<file path="src/rtl/spike_event_encoder.sv">
// Spike event encoder: round-robin spike arbiter and event FIFO that drive the synapse event bus.
// Define STDP_DELTA_EN to build the optional STDP trace and weight-delta engine.
module spike_event_encoder #(
    parameter int NUM_SYNAPSES = 16,
    parameter int ADDR_WIDTH   = 4,
    parameter int FIFO_DEPTH   = 8,
    parameter int FIFO_AW      = 3,
    parameter int STDP_WINDOW  = 15
) (
    input  logic                    clk,
    input  logic                    rst,
    input  logic [NUM_SYNAPSES-1:0] spike_vec,
    input  logic                    post_spike,
    input  logic                    learn_en,
    input  logic                    hold,
    output logic                    spike_out,
    output logic [ADDR_WIDTH-1:0]   addr_out,
    output logic                    learn_out,
    output logic signed [7:0]       delta_w_out,
    output logic                    ltp_out,
    output logic [FIFO_AW:0]        fifo_count,
    output logic                    overflow,
    output logic                    busy
);

    typedef struct packed {
        logic [ADDR_WIDTH-1:0] addr;
        logic                  learn;
        logic signed [7:0]     delta;
        logic                  ltp;
    } event_t;

    logic [NUM_SYNAPSES-1:0] pend_q, pend_d;
    logic                    overflow_q, overflow_d;
    logic [ADDR_WIDTH-1:0]   rr_ptr_q, rr_ptr_d;
    logic [FIFO_AW-1:0]      wr_ptr_q, wr_ptr_d, rd_ptr_q, rd_ptr_d;
    logic [FIFO_AW:0]        count_q, count_d;
    logic                    spike_out_q, spike_out_d;
    event_t                  out_q, out_d;
    event_t                  fifo_mem [FIFO_DEPTH];

    logic                    can_grant, grant_pre, grant_ltp, push, pop;
    logic                    pre_found;
    logic [ADDR_WIDTH-1:0]   pre_idx, grant_idx;
    logic [NUM_SYNAPSES-1:0] pre_mask;
    event_t                  push_entry;

    // Returns {found, index}: first requester at or after ptr, wrapping.
    function automatic logic [ADDR_WIDTH:0] rr_pick(input logic [NUM_SYNAPSES-1:0] req,
                                                    input logic [ADDR_WIDTH-1:0]   ptr);
        logic [ADDR_WIDTH:0] pick;
        int                  j;
        pick = '0;
        for (int k = NUM_SYNAPSES - 1; k >= 0; k--) begin
            j = (int'(ptr) + k) % NUM_SYNAPSES;
            if (req[j]) pick = {1'b1, ADDR_WIDTH'(j)};
        end
        return pick;
    endfunction

`ifdef STDP_DELTA_EN
    logic [3:0]              pre_tr_q [NUM_SYNAPSES];
    logic [3:0]              pre_tr_d [NUM_SYNAPSES];
    logic [3:0]              post_tr_q, post_tr_d, ltp_tr;
    logic [NUM_SYNAPSES-1:0] ltp_pend_q, ltp_pend_d, ltp_mask, pre_live;
    logic                    ltp_found;
    logic [ADDR_WIDTH-1:0]   ltp_idx;

    always_comb begin
        for (int i = 0; i < NUM_SYNAPSES; i++) begin
            if (spike_vec[i])           pre_tr_d[i] = 4'(STDP_WINDOW);
            else if (pre_tr_q[i] != '0) pre_tr_d[i] = pre_tr_q[i] - 1'b1;
            else                        pre_tr_d[i] = '0;
            pre_live[i] = (pre_tr_q[i] != '0);
        end
        if (post_spike)           post_tr_d = 4'(STDP_WINDOW);
        else if (post_tr_q != '0) post_tr_d = post_tr_q - 1'b1;
        else                      post_tr_d = '0;
        ltp_pend_d = (ltp_pend_q & ~ltp_mask) | ((post_spike && learn_en) ? pre_live : '0);
    end

    always_ff @(posedge clk) begin
        if (rst) begin
            for (int i = 0; i < NUM_SYNAPSES; i++) pre_tr_q[i] <= '0;
            post_tr_q  <= '0;
            ltp_pend_q <= '0;
        end else begin
            for (int i = 0; i < NUM_SYNAPSES; i++) pre_tr_q[i] <= pre_tr_d[i];
            post_tr_q  <= post_tr_d;
            ltp_pend_q <= ltp_pend_d;
        end
    end
`else
    logic unused_stdp_inputs;
    assign unused_stdp_inputs = ^{post_spike, learn_en};
`endif

    // NOTE: every signal written here gets a default first, so no latch can be inferred.
    always_comb begin
        {pre_found, pre_idx} = rr_pick(pend_q, rr_ptr_q);
        // A same-edge pop does not free a slot: only the registered count gates grants.
        can_grant  = (count_q < (FIFO_AW+1)'(FIFO_DEPTH));
        grant_pre  = can_grant && pre_found;
        grant_ltp  = 1'b0;
        grant_idx  = pre_idx;
        pre_mask   = grant_pre ? (NUM_SYNAPSES'(1) << pre_idx) : '0;
        push_entry = '0;
        push_entry.addr = pre_idx;
`ifdef STDP_DELTA_EN
        {ltp_found, ltp_idx} = rr_pick(ltp_pend_q, rr_ptr_q);
        grant_ltp = can_grant && (pend_q == '0) && ltp_found;
        ltp_mask  = grant_ltp ? (NUM_SYNAPSES'(1) << ltp_idx) : '0;
        ltp_tr    = (pre_tr_q[ltp_idx] == '0) ? 4'd1 : pre_tr_q[ltp_idx];
        if (grant_ltp) begin
            grant_idx        = ltp_idx;
            push_entry.addr  = ltp_idx;
            push_entry.learn = 1'b1;
            push_entry.delta = {4'b0, ltp_tr};
            push_entry.ltp   = 1'b1;
        end else begin
            push_entry.learn = learn_en && (post_tr_q != '0);
            push_entry.delta = -$signed({4'b0, post_tr_q});
        end
`endif
        push = grant_pre || grant_ltp;
        pop  = (count_q != '0) && !hold;

        pend_d     = (pend_q & ~pre_mask) | spike_vec;
        overflow_d = overflow_q | (|(spike_vec & pend_q & ~pre_mask));
        rr_ptr_d   = rr_ptr_q;
        if (push)
            rr_ptr_d = (grant_idx == ADDR_WIDTH'(NUM_SYNAPSES - 1)) ? '0 : grant_idx + 1'b1;

        wr_ptr_d    = push ? wr_ptr_q + 1'b1 : wr_ptr_q;
        rd_ptr_d    = pop  ? rd_ptr_q + 1'b1 : rd_ptr_q;
        count_d     = count_q + (FIFO_AW+1)'(push) - (FIFO_AW+1)'(pop);
        spike_out_d = pop;
        out_d       = pop ? fifo_mem[rd_ptr_q] : out_q;
    end

    // NOTE: sequential state uses non-blocking '<=' so all flops update together at the edge.
    always_ff @(posedge clk) begin
        if (rst) begin
            pend_q      <= '0;
            overflow_q  <= 1'b0;
            rr_ptr_q    <= '0;
            wr_ptr_q    <= '0;
            rd_ptr_q    <= '0;
            count_q     <= '0;
            spike_out_q <= 1'b0;
            out_q       <= '0;
        end else begin
            pend_q      <= pend_d;
            overflow_q  <= overflow_d;
            rr_ptr_q    <= rr_ptr_d;
            wr_ptr_q    <= wr_ptr_d;
            rd_ptr_q    <= rd_ptr_d;
            count_q     <= count_d;
            spike_out_q <= spike_out_d;
            out_q       <= out_d;
        end
    end

    // NOTE: FIFO storage is not reset; reset pointers and count make stale entries unreachable.
    always_ff @(posedge clk) begin
        if (push) fifo_mem[wr_ptr_q] <= push_entry;
    end

    assign spike_out   = spike_out_q;
    assign addr_out    = out_q.addr;
    assign learn_out   = out_q.learn;
    assign delta_w_out = out_q.delta;
    assign ltp_out     = out_q.ltp;
    assign fifo_count  = count_q;
    assign overflow    = overflow_q;
`ifdef STDP_DELTA_EN
    assign busy = (|pend_q) || (|ltp_pend_q) || (count_q != '0);
`else
    assign busy = (|pend_q) || (count_q != '0);
`endif

endmodule

</file>
<file path="config.mk">
export PLATFORM = sky130hd
export DESIGN_NAME = spike_event_encoder
export DESIGN_NICKNAME = d
export VERILOG_FILES = /design/src/rtl/spike_event_encoder.sv
export SDC_FILE = /design/constraint.sdc
export NUM_CORES = 1
export LEC_CHECK = 0
export BUFFER_PORTS_ARGS = -buffer_cell sky130_fd_sc_hd__buf_2
export CAP_MARGIN = 20
export CORE_MARGIN = 3
export CORE_UTILIZATION = 40
export CTS_CLUSTER_DIAMETER = 150
export DETAILED_ROUTE_END_ITERATION = 7
export GPL_TIMING_DRIVEN = 0
export PLACE_DENSITY = 0.6
export SLEW_MARGIN = 20
export SYNTH_ARGS = -nofsm -noshare
export SYNTH_HDL_FRONTEND = slang
export SYNTH_SLANG_ARGS = --single-unit
</file>
<file path="constraint.sdc">
create_clock -name clk -period 6.3 [get_ports clk]
set_input_delay 0.315 -clock clk [delete_from_list [all_inputs] [get_ports clk]]
set_output_delay 0.315 -clock clk [all_outputs]
set_load 0.005 [all_outputs]
</file>
**Yosys cells after proc, flatten, opt, wreduce, memory -nomap -nowiden**

Memory sizes are Yosys's and may differ from the RTL's. A register that Yosys moved wholly into a read port is not among the register bits.
Cells that the tools add are included.

- Input port bits: 21
- Bits in registers: 42
- Output and inout port bits: 21
- RAM bits: 32
- Memories kept: 1

Memory list:

| name | depth | bits a word | read ports | clocked after Yosys merged registers in | write ports | line | text |
|---|---|---|---|---|---|---|---|
| fifo_mem | 8 | 4 | 1 | 1 | 1 | 40 | `event_t fifo_mem [FIFO_DEPTH];` |

- Equality and inequality tests: 1
- Mux-type cells: 67
- Bitwise gates (word level): 21
- $lt $le $gt $ge: 17
- $add $sub $neg: 20
- Shift-type cells: 1
- Reduce and logical (&&, ||, !) cells: 22

Operators with widths:

| kind | number |
|---|---|
| 5-bit by 6-bit less-than comparator with 1-bit output (second input constant) | 15 |
| 5-bit two-way mux | 16 |
| 1-bit binary-select mux with 4-bit select | 16 |
| 4-bit OR reduction | 15 |
| 16-bit bitwise AND | 3 |
| 1-bit two-way mux | 33 |
| 4-bit adder (second input constant) | 8 |
| 16-bit OR reduction | 2 |
| 4-bit by 3-bit adder with 4-bit output (second input constant) | 4 |
| 16-bit two-way mux | 1 |
| 16-bit inverter | 1 |
| 16-bit OR | 1 |
| 1-bit by 4-bit << shifter with 16-bit output (first input constant) | 1 |
| 1-bit bitwise AND (first input constant) | 15 |
| 4-bit by 1-bit adder with 4-bit output (second input constant) | 2 |
| 4-bit by 2-bit adder with 4-bit output (second input constant) | 2 |
| 3-bit by 1-bit adder with 3-bit output (second input constant) | 2 |
| 4-bit by 5-bit less-than comparator with 1-bit output (second input constant) | 1 |
| 4-bit by 1-bit adder with 4-bit output | 1 |
| 4-bit equality test (second input constant) | 1 |
| 4-bit less-than comparator (second input constant) | 1 |
| 4-bit two-way mux | 1 |
| 4-bit nonzero test | 1 |
| 4-bit by 1-bit subtractor with 4-bit output | 1 |
| 4 further kinds | 5 |

**Longest topological paths before layout**

- Depth in word-level cells: 28
- Gate-level depth with buffers: 24
- Depth with buffers taken out: 18

**Worst setup path after synthesis**

OpenSTA, ideal clock, no wires.

- Kind: register -> register
- Start point: reg rr_ptr_q[1]
- End point: reg overflow_q (netlist: overflow)
- Path slack: 1,189 ps
- Path buffers: 5
- Data required time: 6,162 ps
- Cell stages (with the launch flop): 24
- Clock period less this slack: 5,111 ps
- Arrival: 4,973 ps
- Cell sequence: dfxtp_1 -> buf_2 -> buf_2 -> clkinv_1 -> ha_1 -> buf_6 -> buf_12 -> clkbuf_1 -> mux4_2 -> inv_1 -> mux4_2 -> o21ai_0 -> o211ai_1 -> o211a_1 -> o211ai_1 -> a41oi_1 -> inv_1 -> ha_1 -> ha_1 -> nand2_1 -> o21a_1 -> a211o_1 -> nor4_1 -> a41oi_1

- Longest elaborated chain between the ends: 26

Ends and longest elaborated chain:

| item | line | text |
|---|---|---|
| start, declared | 35 | `logic [ADDR_WIDTH-1:0] rr_ptr_q, rr_ptr_d;` |
| start signal, assigned | 155 | `rr_ptr_q <= rr_ptr_d;` |
| 4-bit adder | 55 | `j = (int'(ptr) + k) % NUM_SYNAPSES;` |
| 1-bit binary-select mux with 4-bit select | 56 | `if (req[j]) pick = {1'b1, ADDR_WIDTH'(j)};` |
| 1-bit two-way mux (implied by the code) (2 in series) | 56 |  |
| 5-bit two-way mux (15 in series) | 56 |  |
| 5-bit two-way mux * | 56 |  |
| named net grant_idx[1] | 44 | `logic [ADDR_WIDTH-1:0] pre_idx, grant_idx;` |
| 1-bit by 4-bit << shifter with 16-bit output * | 106 | `pre_mask = grant_pre ? (NUM_SYNAPSES'(1) << pre_idx) : '0;` |
| 16-bit two-way mux * | 106 |  |
| 16-bit inverter * | 129 | `overflow_d = overflow_q \| (\|(spike_vec & pend_q & ~pre_mask));` |
| 16-bit bitwise AND * | 129 |  |
| 16-bit OR reduction * | 129 |  |
| 1-bit OR * | 129 |  |
| end signal, assigned | 154 | `overflow_q <= overflow_d;` |
| end, declared | 34 | `logic overflow_q, overflow_d;` |

The timed path passes the listed nets; every way through them passes the cells marked *. The select of a mux whose other input is x is not followed.
A chain may end at the register's enable or synchronous reset.

**Worst setup path in the final report**

Ends and elaborated chain as after synthesis.

==> summary.txt <==
GRT
  – Largest net degree at the start of global routing: 20
  – Overflow after GRT: 0
  – First-pass GRT wire length: 25980 um
  – Overall routing resource usage: 20.65%
  – Antenna violations before repair: 0
  – Vias in the first global route: 4769

Critical path
  – Worst endpoint data arrival time: 6260 ps
  – Worst endpoint required time: 6480 ps
  – Critical Path Most Common Cell: ha_1
  – Worst-path fanout max: 19
  – Delay of the slowest critical-path stage: 530 ps
  – Top delay family on crit path: buffers and inverters
  – Crit end category: flip-flop
  – Worst Setup Start Kind: flip-flop
  – Setup Crit Path Kind: reg2reg
  – CP max stage cell: mux4_2
  – Worst path cell trace: buf_2, buf_2, clkinv_2, ha_1, buf_6, buf_12, mux2i_1, mux4_2, mux2_4, inv_1, nor3_1, a211oi_1, a31oi_1, o221a_2, inv_1, ha_1, ha_1, nand2_1, o21a_1, a211o_1, nor4_1, a41oi_1
  – Bufs and invs on worst path: 7

Placed design
  – Hpwl dp: 12200 um
  – Placed Cells: 805
  – I/O Buffers: 28
  – GP Congestion: 0.9566

Clocking
  – CTS Hold Buffers Added: 0
  – Clock Path Buffers: 2
  – Worst-Skew Late Latency: 340 ps
  – CTS root buf: clkbuf_16
  – Clock-pin slew on the worst setup and hold paths: 60 ps
  – Htree depth: 3
  – Cts bufs inserted: 9
  – Sink Count: 68
  – Post-CTS setup repair buffer count: 0
  – CTS tree: built

Routing
  – Routed wire length per instance: 20.00 um
  – First DRT Iteration DRCs: 501
  – DRT Wirelength: 16400 um
  – DRC errors left: 0
  – Drt via density: 5.928
  – Vias: 4861
  – Post-DRT Antenna Nets: 0
  – Drt first pass iters: 5

Timing
  – Aggregate negative setup slack: 0 ps
  – Worst-margin pin slew: 997.3 ps
  – Fmax: 164.4 MHz
  – Max_slew headroom: 32.58%
  – # setup viols final: 0
  – Fin crit period: 6081 ps
  – Final hold violations: 0
  – Tcrit/Tclk final: 96.53%
  – RSZ-0062 raised after global routing: false
  – WHS: 183.7 ps
  – Clock skew: 10.70 ps
  – Slew Limit Fails: 0

Logic synthesis
  – Synth Warn #: 0
  – Synth Instances: 588
  – Ys async rst share: 0%
  – Netlist cell types: 72
  – Synthesized area: 5720 um2
  – Syn_area_per_cell: 9.729 um2
  – Synthesized flop and latch total: 68
  – Top FF cell, synth: dfxtp_1
  – Sequential-to-total area share from yosys stat: 29.40%
  – EDFF count, synth: 32

Floorplan
  – Io pins: 42
  – Core area: 13930 um2
  – # rows: 43
  – Die H: 125.6 um
  – Effective utilization at floorplan: 41.05%
  – Chip width: 125.6 um
  – Die area: 15770 um2

Outcome
  – Status: complete, no violations

Finish
  – ANT cells: 0
  – Layout cells sized above 1: 23.75%
  – Synthesis-to-finish area growth: 12.47%
  – Fill cells: 1302
  – Multi-input logic area: 3616 um2
  – Final core utilization: 46.17%
  – Finished Layout Cells: 820
  – FF+latch area: 1682 um2
  – Layout Nets: 676

Job
  – Maxcap violations: 0

Min path
  – Hold Path Class: in2reg
-- per-stage QoR --
step,worst slack (ps),cell area [um2]
6_report,218.6,6434
2_1_floorplan,1189,5754
5_1_grt,27.75,6434
3_5_place_dp,-446.0,6120
3_3_place_gp,-409.6,6120
4_1_cts,17.43,6402
-- synth_stat cells, types with 9 or more instances --
master	number	area share, %
nand3_1	19	1.7
a31oi_1	15	1.6
edfxtp_1	32	17
inv_1	33	2.2
mux2i_1	45	7.9
a21oi_1	27	2.4
nand2_1	44	2.9
nor2_1	43	2.8
nor4_1	9	0.98
dfxtp_1	36	13
mux2_2	14	2.8
mux4_2	35	14
buf_2	14	1.2
clkbuf_1	22	1.4
xnor2_1	9	1.4
o21ai_0	30	2.6
ha_1	19	4.2
a211oi_1	9	1.2
buf_4	16	2.1
-- sequential cells by signal, summed over array words and instances, names as in the netlist --
register / cells
wr_ptr_q: 3
pend_q: 16
addr_out: 4
spike_out: 1
fifo_mem: 32
fifo_count: 4
overflow: 1
rd_ptr_q: 3
rr_ptr_q: 4
-- per-layer routing --
| layer | track usage [%] | vias up | wire [um] |
|---|---|---|---|
| met5 | 0 | - | 0 |
| met4 | 7.844 | 0 | 491 |
| met3 | 3.417 | 37 | 1119 |
| met2 | 32.88 | 223 | 7679 |
| met1 | 28.30 | 2328 | 7109 |
| li1 | - | 2273 | - |
-- area by class of cell --
| cell class | count | share of cell area (%) |
|---|---|---|
| multi-input combinational | 433 | 56.20 |
| clock inverter | 7 | 0.9335 |
| sequential | 68 | 26.14 |
| buffer | 59 | 5.426 |
| timing repair buffer | 28 | 2.178 |
| tap | 180 | 3.501 |
| clock buffer | 9 | 3.501 |
| inverter | 36 | 2.120 |
-- timing repair --
action | in CTS | in global routing
cloned | 0 | 0
resized for setup | 1 | 6
setup endpoints to repair | 1 | 4
-- worst reg2reg max path, cell delays in order, from the launching register on --
cell,delay [ps]
dfxtp_1,460
buf_2,240
buf_2,340
clkinv_2,300
ha_1,430
buf_6,200
buf_12,180
mux2i_1,120
mux4_2,530
mux2_4,340
inv_1,80
nor3_1,50
a211oi_1,280
a31oi_1,150
o221a_2,340
inv_1,310
ha_1,340
ha_1,230
nand2_1,60
o21a_1,200
a211o_1,300
nor4_1,280
a41oi_1,160
-- cells in the final DEF (no fill, tap or decap), drive strengths merged, types with 27 or more instances in the layout --
cell / synthesis / routed
nand2: 44 / 44
clkbuf: 22 / 30
o21ai: 32 / 32
inv: 35 / 38
mux2i: 46 / 46
dfxtp: 36 / 36
buf: 38 / 66
a21oi: 27 / 27
edfxtp: 32 / 32
mux4: 35 / 35
nor2: 44 / 44
-- worst paths after layout --
check              startpoint          end  slack (ps)  cells after the start
hold / removal           hold    spike_out         180                      2
hold reg to reg   addr_out[0]  addr_out[0]         500                      2
setup reg to reg  rr_ptr_q[1]     overflow         220                     22
setup / recovery  rr_ptr_q[1]     overflow         220                     22
-- cells by family after synthesis --
kind of cell,Yosys count,synth area share [%]
and+or+nand+nor,158,13.52
AOI/OAI and AO/OA,128,15.27
muxes,99,25.70
buffers and inverters,96,8.530
DFF,68,29.40
adders and majority gates,20,4.506
xor gates and xnor gates,18,3.018
other,1,0.06555
Power is not shown: default switching activity piles up to over one toggle a cycle in this logic, so the estimate is an artifact.
